$ cat src/rtl/ram_port_arbiter.sv
// Arbitrates the single RAM port among NREQ cache-side requesters. High-priority requesters
// always win over low-priority ones, and each class rotates round-robin.
module ram_port_arbiter #(
  parameter int              NREQ       = 4,
  parameter int              BURST      = 2,
  parameter int              TIMEOUT    = 255,
  parameter logic [NREQ-1:0] HIPRI_MASK = 4'b1100
) (
  input  logic                      CLK,
  input  logic                      nRST,
  input  logic [NREQ-1:0]           req_ren,
  input  logic [NREQ-1:0]           req_wen,
  input  logic [NREQ-1:0]           req_blk,
  input  logic [NREQ-1:0][31:0]     req_addr,
  input  logic [NREQ-1:0][31:0]     req_store,
  output logic [NREQ-1:0]           req_wait,
  output logic [31:0]               req_load,
  output logic [NREQ-1:0]           req_err,
  output logic                      ramREN,
  output logic                      ramWEN,
  output logic [31:0]               ramaddr,
  output logic [31:0]               ramstore,
  input  logic [31:0]               ramload,
  input  logic [1:0]                ramstate,
  output logic [$clog2(NREQ)-1:0]   grant,
  output logic                      grant_vld
);

  localparam int GW = $clog2(NREQ);
  localparam int BW = (BURST > 1) ? $clog2(BURST) : 1;
  localparam logic [1:0] RS_ACCESS = 2'd2;
  localparam logic [1:0] RS_ERROR  = 2'd3;

  typedef enum logic {IDLE, XFER} state_t;

  state_t          state_reg, state_next;
  logic [GW-1:0]   grant_reg, grant_next;
  logic [GW-1:0]   rr_reg, rr_next;
  logic [BW-1:0]   beat_reg, beat_next;
  logic [7:0]      tmo_reg, tmo_next;
  logic            blk_reg, blk_next;

  logic [NREQ-1:0] req, cand;
  logic            pick_vld;
  logic [GW-1:0]   pick_idx;
  logic [GW-1:0]   grant_inc;
  logic [BW-1:0]   beat_last;
  logic            g_req, tmo_hit;
  logic            ren_c, wen_c, drop_wait, err_pulse;
  logic [31:0]     addr_c, store_c;

  assign req       = req_ren | req_wen;
  assign cand      = |(req & HIPRI_MASK) ? (req & HIPRI_MASK) : (req & ~HIPRI_MASK);
  assign grant_inc = (grant_reg == GW'(NREQ - 1)) ? '0 : grant_reg + 1'b1;
  assign beat_last = blk_reg ? BW'(BURST - 1) : '0;
  assign g_req     = req[grant_reg];
  assign tmo_hit   = (tmo_reg == 8'(TIMEOUT));

  // Scan downwards so the candidate closest to rr_reg is written last and wins.
  always_comb begin
    pick_vld = 1'b0;
    pick_idx = '0;
    for (int k = NREQ - 1; k >= 0; k--) begin
      if (cand[(int'(rr_reg) + k) % NREQ]) begin
        pick_vld = 1'b1;
        pick_idx = GW'((int'(rr_reg) + k) % NREQ);
      end
    end
  end

  always_comb begin
    state_next = state_reg;
    grant_next = grant_reg;
    rr_next    = rr_reg;
    beat_next  = beat_reg;
    tmo_next   = tmo_reg;
    blk_next   = blk_reg;
    ren_c      = 1'b0;
    wen_c      = 1'b0;
    addr_c     = '0;
    store_c    = '0;
    drop_wait  = 1'b0;
    err_pulse  = 1'b0;
    case (state_reg)
      IDLE: begin
        if (pick_vld) begin
          state_next = XFER;
          grant_next = pick_idx;
          beat_next  = '0;
          tmo_next   = '0;
          blk_next   = req_blk[pick_idx];
        end
      end
      XFER: begin
        if (!g_req) begin
          state_next = IDLE;
          rr_next    = grant_inc;
        end else begin
          wen_c   = req_wen[grant_reg];
          ren_c   = req_ren[grant_reg] & ~req_wen[grant_reg];
          addr_c  = req_addr[grant_reg];
          store_c = req_store[grant_reg];
          if (ramstate == RS_ERROR || (ramstate != RS_ACCESS && tmo_hit)) begin
            err_pulse  = 1'b1;
            state_next = IDLE;
            rr_next    = grant_inc;
          end else if (ramstate == RS_ACCESS) begin
            drop_wait = 1'b1;
            tmo_next  = '0;
            if (beat_reg == beat_last) begin
              state_next = IDLE;
              rr_next    = grant_inc;
            end else begin
              beat_next = beat_reg + 1'b1;
            end
          end else begin
            tmo_next = tmo_reg + 1'b1;
          end
        end
      end
      default: state_next = IDLE;
    endcase
  end

  always_ff @(posedge CLK) begin
    if (!nRST) begin
      state_reg <= IDLE;
      grant_reg <= '0;
      rr_reg    <= '0;
      beat_reg  <= '0;
      tmo_reg   <= '0;
      blk_reg   <= 1'b0;
    end else begin
      state_reg <= state_next;
      grant_reg <= grant_next;
      rr_reg    <= rr_next;
      beat_reg  <= beat_next;
      tmo_reg   <= tmo_next;
      blk_reg   <= blk_next;
    end
  end

  // A reset arriving mid-transfer must not leak a wait drop or error pulse.
  assign ramREN    = nRST & ren_c;
  assign ramWEN    = nRST & wen_c;
  assign ramaddr   = nRST ? addr_c : '0;
  assign ramstore  = nRST ? store_c : '0;
  assign req_load  = ramload;
  assign grant     = grant_reg;
  assign grant_vld = (state_reg == XFER);

  generate
    for (genvar gi = 0; gi < NREQ; gi++) begin : g_port
      assign req_wait[gi] = ~(nRST & drop_wait & (grant_reg == GW'(gi)));
      assign req_err[gi]  = nRST & err_pulse & (grant_reg == GW'(gi));
    end
  endgenerate

endmodule

$ cat config.mk
export PLATFORM = sky130hd
export DESIGN_NAME = ram_port_arbiter
export DESIGN_NICKNAME = d
export VERILOG_FILES = /design/src/rtl/ram_port_arbiter.sv
export SDC_FILE = /design/constraint.sdc
export NUM_CORES = 1
export LEC_CHECK = 0
export CAP_MARGIN = 5
export CORE_AREA = 5 5 158 160
export DETAILED_ROUTE_END_ITERATION = 12
export DIE_AREA = 0 0 163 165
export DONT_BUFFER_PORTS = 1
export GPL_ROUTABILITY_DRIVEN = 1
export HOLD_SLACK_MARGIN = 0.12
export SLEW_MARGIN = 20
export SYNTH_ARGS = -nofsm -noshare
export SYNTH_HDL_FRONTEND = slang
export SYNTH_SLANG_ARGS = --single-unit
$ cat constraint.sdc
create_clock -name CLK -period 2.8 [get_ports CLK]
set_input_delay 0.56 -clock CLK [delete_from_list [all_inputs] [get_ports CLK]]
set_output_delay 0.56 -clock CLK [all_outputs]
set_load 0.03 [all_outputs]
==> impl_metrics.json, run 1 <==
{
  "critPathLaunch": "grant[0]",
  "core_um2": 23260,
  "dieWidth_um": 163,
  "syn_area_per_cell_um2": 10.56,
  "routedWlPerCell_um": 25.84,
  "drtIter0Drc": 168,
  "dpl_cell_area_um2": 4086,
  "grt_most_used_layer": "met2",
  "clkTransAtPathRegs_ns": 0.05,
  "end_kind": "output pin",
  "cp_top_family": "simple AND/OR/NAND/NOR gates",
  "area_growth_pct": 26.66,
  "cts_buffers": 3,
  "fillers": 2582,
  "cts_buffer_depth": 2,
  "met2_usage": 0.1892,
  "arrival_ns": 2.12,
  "post-route-drc-count": 0,
  "skew_ns": 0.002128,
  "viasPerCell": 4.427,
  "min_from": "nRST",
  "yosysWarnings": 0,
  "tritoncts": "yes",
  "fmax_mhz": 372.5,
  "row_count": 56,
  "power_density_nw_per_um2": 297.5,
  "maxCapViolations": 0,
  "largest_reg_flops": 8,
  "vias": 2922,
  "dp_cells": 653,
  "holdPathStages": 2,
  "r2r_cells": 7,
  "first_pass_iters": 4,
  "setup_violations": 0,
  "io_pins": 413,
  "post_cts_resized": 0,
  "layout_common_cells": "68 x buf_4, 66 x mux4_2, 56 x nor2b_1",
  "worst-path-buf-inv": 2,
  "grt_pass1_wl_um": 21090,
  "grt.overflow.total": 0,
  "cts_setup_buffers": 0,
  "reg2reg_slack_ns": 0.85,
  "track_usage": 0.1099,
  "portBuffers": 0,
  "finalCritPeriodShare": 0.9588,
  "slowest_delay_ns": 0.38,
  "holdPathEnd": "grant[0]",
  "antenna_found_initial": 13,
  "final_max_slew_viol_count": 0,
  "drive_above_1_share": 0.4645,
  "clockRootBuffer": "clkbuf_16",
  "dieArea_um2": 26900,
  "synth_cell_type_count": 44,
  "r2r-end": "tmo_reg[5]",
  "layout_commonest_cell": "buf_4",
  "clk_latency_ns": 0.24,
  "ys_seq_area_frac": 0.09115,
  "worstPathMaxFanout": 8,
  "finalInstanceArea_um2": 4173,
  "wl_um": 17050,
  "cp_cell_sequence": "nor4bb_1, nor4_4, buf_4, nand2_1, nor2_1, and3_1, buf_12",
  "numClockSinks": 15,
  "use_met3": 0.05091,
  "stdcell_count": 660,
  "gp_congestion": 0.7894,
  "hold_violations": 0,
  "ys_seq_elements": 15,
  "start_util": 0.1416,
  "relSlewSlack": 0.6042,
  "p_leak_uw": 0.001390,
  "grt_pass1_vias": 2835,
  "multiInputGateArea_um2": 2603,
  "synth_area_um2": 3294,
  "netlist_instances": 312,
  "r2r-start": "grant[0]",
  "tightest_slew_ns": 0.5937,
  "dp.final_hpwl_um": 15280,
  "met1_usage": 0.1277,
  "rsz0062_at_grt": "no",
  "fin_nets": 648,
  "finalCriticalPeriod_ns": 2.685,
  "final.setup.tns_ns": 0,
  "cts_hold_buf": 0,
  "final-seq-area_um2": 307.8,
  "outcome": "finished clean",
  "cp.required_ns": 2.24,
  "vdd_drop_max_v": 0.0002283,
  "grt_max_degree": 38,
  "setup.worst_path.start_class": "flop",
  "die-height_um": 165,
  "crit_type": "flop to output pin",
  "hold_class": "primary input to flop",
  "h-tree-depth": 1,
  "crit_slowest_cell": "dfxtp_4",
  "drtAntennaViolNets": 0,
  "synth_fp_nets": 621
}
logic make-up after synthesis:
family | Yosys count | share of synthesized area
multiplexers | 71 | 0.4668
flip-flops | 15 | 0.09115
buffers and inverters | 65 | 0.1242
AO/OA/AOI/OAI | 28 | 0.06077
XOR/XNOR | 2 | 0.005318
adder cells (fa/ha/maj) | 5 | 0.01899
AND/OR/NAND/NOR | 126 | 0.2328
metrics by stage:
stage	hold slack (ns)	setup slack [ns]	power, uW	utilization
2_1_floorplan	0.4526	0.09198	867.6	-
3_3_place_gp	0.4755	0.3080	973.5	0.1757
3_5_place_dp	0.4842	0.2170	980.3	0.1757
4_1_cts	0.4482	0.08261	1260	0.1791
5_1_grt	0.4483	0.03100	1302	0.1793
6_report	0.4482	0.1153	1241	0.1794
cell type report:
class,instances,area share
Multi-Input combinational cell,232,0.6237
Timing Repair Buffer,80,0.1799
Tap cell,319,0.09565
Sequential cell,15,0.07376
Clock buffer,4,0.01889
Inverter,7,0.006297
Antenna cell,3,0.001799
per-layer routing:
metal,up-vias,share of wire
li1,1232,-
met1,1445,0.37
met2,195,0.51
met3,30,0.11
met4,20,0.0086
met5,-,0.0085
worst max-delay path by stage:
stage | endpoint | slack (ns) | depth (start not counted)
global route | req_err[0] | 0.03 | 7
global placement | req_err[2] | 0.31 | 7
finish | req_err[2] | 0.12 | 7
CTS | req_err[2] | 0.08 | 7
floorplan | ramaddr[24] | 0.09 | 7
detailed placement | ramstore[16] | 0.22 | 6
power breakdown:
group	leakage, uW	internal (uW)	switching [uW]
registers	0.000123	224	15.6
logic	0.00123	370	355
clock network	0.0000382	193	84.1
synth_stat cells:
cell type   n  area share
clkbuf_1   10       0.011
a21o_1      2      0.0046
o21ai_0     5      0.0076
and2b_1    10       0.023
nor3b_1     1      0.0023
buf_2       9       0.014
nand2b_1    5      0.0095
mux2_2      1      0.0034
a41oi_1     1      0.0027
and3_1      6       0.011
nor4_1      2      0.0038
nor3_1      1      0.0015
inv_1       7      0.0080
mux4_2     66        0.45
nor2b_1    56        0.11
o311a_1     1      0.0030
buf_1       2      0.0023
o21bai_1    1      0.0023
nand2_1    18       0.021
nor4bb_1    1      0.0030
nand3_1     6      0.0091
o41ai_1     1      0.0027
mux2i_1     4       0.012
nor2_1      8      0.0091
a31oi_1     4      0.0076
nand4_1     5      0.0095
o22ai_1     3      0.0057
xnor2_1     1      0.0027
ha_1        5       0.019
buf_4      33       0.075
a211oi_1    1      0.0023
a21oi_1     1      0.0015
o2bb2ai_1   1      0.0027
o21a_1      1      0.0023
xor2_1      1      0.0027
dfxtp_1    15       0.091
o31ai_1     1      0.0023
o21ba_2     1      0.0030
o31a_1      2      0.0053
nor4b_1     2      0.0053
buf_6       4       0.014
nor4_4      2       0.013
o221ai_1    2      0.0053
or3_1       3      0.0057
worst reg2reg max path, cell delays in order (launching register included):
cell,delay [ns]
dfxtp_4,0.38
nor4bb_1,0.16
nor4_4,0.38
buf_4,0.21
nand2_1,0.07
buf_4,0.18
o21bai_1,0.29
o221ai_1,0.15
(Power assumes the default switching activity.)
==> run 2, diff against run 1 <==
--- a/config.mk
+++ b/config.mk
@@ -7,6 +7,7 @@
 export LEC_CHECK = 0
 export CAP_MARGIN = 5
 export CORE_AREA = 5 5 158 160
+export CTS_CLUSTER_SIZE = 25
 export DETAILED_ROUTE_END_ITERATION = 12
 export DIE_AREA = 0 0 163 165
 export DONT_BUFFER_PORTS = 1
==> results of run 2 <==
The final DEF is identical to that of run 1; final timing and power are the same.
==> run 3, diff against run 2 <==
--- a/config.mk
+++ b/config.mk
@@ -12,6 +12,7 @@
 export DIE_AREA = 0 0 163 165
 export DONT_BUFFER_PORTS = 1
 export GPL_ROUTABILITY_DRIVEN = 1
+export GPL_TIMING_DRIVEN = 0
 export HOLD_SLACK_MARGIN = 0.12
 export SLEW_MARGIN = 20
 export SYNTH_ARGS = -nofsm -noshare
==> constraint.sdc (replaced) <==
create_clock -name CLK -period 2.89 [get_ports CLK]
set_input_delay 0.578 -clock CLK [delete_from_list [all_inputs] [get_ports CLK]]
set_output_delay 0.578 -clock CLK [all_outputs]
set_load 0.03 [all_outputs]
==> impl_metrics.json, run 3 (synthesis gave the netlist of run 1 again) <==
{
  "rsz0062_at_grt": "no",
  "crit_slowest_cell": "dfxtp_4",
  "layout_setup_ws_ns": 0.1050,
  "fin_nets": 628,
  "routedWlPerCell_um": 29.79,
  "antenna_found_initial": 17,
  "fmax_mhz": 359.1,
  "skew_ns": 0.002755,
  "drtIter0Drc": 116,
  "tritoncts": "yes",
  "start_util": 0.1416,
  "clk_latency_ns": 0.25,
  "crit_type": "flop to output pin",
  "largest_reg_flops": 8,
  "clkTransAtPathRegs_ns": 0.05,
  "worstPathMaxFanout": 9,
  "first_pass_iters": 4,
  "cp_top_family": "simple AND/OR/NAND/NOR gates",
  "dieArea_um2": 26900,
  "vias": 2961,
  "relSlewSlack": 0.5328,
  "power_density_nw_per_um2": 314.8,
  "portBuffers": 0,
  "clockRootBuffer": "clkbuf_16",
  "drtAntennaViolNets": 0,
  "post-route-drc-count": 0,
  "dp.final_hpwl_um": 17290,
  "layout_commonest_cell": "mux4_2",
  "setup.worst_path.start_class": "flop",
  "core_um2": 23260,
  "area_growth_pct": 29.05,
  "hold_class": "flop to flop",
  "finalCriticalPeriod_ns": 2.785,
  "numClockSinks": 15,
  "grt_pass1_wl_um": 23520,
  "reg2reg_slack_ns": 0.74,
  "tightest_slew_ns": 0.6976,
  "maxCapViolations": 0,
  "grt_pass1_vias": 2959,
  "gp_congestion": 0.7987,
  "vdd_drop_max_v": 0.0002610,
  "cts_buffers": 3,
  "finalCritPeriodShare": 0.9637,
  "die-height_um": 165,
  "row_count": 56,
  "setup_violations": 0,
  "outcome": "finished clean",
  "cp_cell_sequence": "buf_6, nor4b_2, nor4_4, buf_4, nand2_2, nor2_2, and3_2",
  "post-place-ws_ns": -0.8531,
  "worst-path-buf-inv": 2,
  "wl_um": 19150,
  "end_kind": "output pin",
  "slowest_delay_ns": 0.40,
  "hold_violations": 0,
  "final.setup.tns_ns": 0,
  "drive_above_1_share": 0.6730,
  "track_usage": 0.1246,
  "grt_max_degree": 11,
  "p_leak_uw": 0.001393,
  "cts_buffer_depth": 2,
  "h-tree-depth": 1,
  "dieWidth_um": 163,
  "final_max_slew_viol_count": 0,
  "io_pins": 413,
  "viasPerCell": 4.605,
  "arrival_ns": 2.21,
  "cp.required_ns": 2.31,
  "layout_common_cells": "66 x mux4_2, 36 x buf_4, 32 x nor2b_4",
  "grt.overflow.total": 0
}
[run 3: cell types whose count changed in the layout (fill, tap and decap cells not counted), sizes merged]
cell,previous run,this run
clkinv,0,1
clkbuf,4,14
buf,80,49
diode,3,6
[run 3: per-layer routing]
metal | up-vias | track usage | part of all wire
met3 | 33 | 0.04268 | 0.094
li1 | 1195 | - | -
met1 | 1502 | 0.1575 | 0.38
met5 | - | 0 | 0.0065
met4 | 18 | 0.01868 | 0.0076
met2 | 213 | 0.2109 | 0.51
[run 3: stage by stage]
| step | hold WS [ns] | util | std cells | instance area (um^2) | total power, uW |
|---|---|---|---|---|---|
| 4_1_cts | 0.4944 | 0.1804 | 636 | 4197 | 1352 |
| 3_3_place_gp | 0.4785 | 0.1590 | 631 | 3699 | 968.1 |
| 5_1_grt | 0.5241 | 0.1827 | 642 | 4249 | 1405 |
| 2_1_floorplan | 0.4526 | - | 312 | 3299 | 840.6 |
| 3_5_place_dp | 0.4850 | 0.1590 | 631 | 3699 | 971.9 |
| 6_report | 0.4942 | 0.1828 | 643 | 4252 | 1339 |
[run 3: final timing paths]
kind | from | end | cells after the start
max reg2reg | grant[1] | tmo_reg[5] | 8
min | tmo_reg[1] | tmo_reg[1] | 2
max | grant[1] | req_err[1] | 7
min reg2reg | tmo_reg[1] | tmo_reg[1] | 2
[run 3: what timing repair did]
action                     4_1_cts  5_1_grt
pin swaps                        2        1
resized for setup              129       11
buffers inserted                 1        1
hold buffers                     0        0
setup endpoints to repair       74       34
[run 3: layout make-up]
cell class	count	area, um^2
clock inverter	1	5.005
clock buffer	3	75.07
fill	2524	19010
sequential	15	307.8
buffer	58	431.7
tap	319	399.1
antenna	6	15.01
timing repair buffer	2	15.01
multi-input combinational	232	2977
inverter	7	26.28
[run 3: worst register-to-register path, cell delays in order, from the launching register on]
cell and delay (ns):
dfxtp_4 0.40, buf_6 0.16, nor4b_2 0.18, nor4_4 0.35, buf_4 0.18, buf_4 0.12
nand4_1 0.23, or3_1 0.39, o221ai_1 0.07
[run 3: power breakdown]
group          switching, uW  leakage [uW]  internal (uW)
Combinational            439       0.00123            389
Sequential              19.9      0.000123            217
Clock                   88.2     0.0000409            185
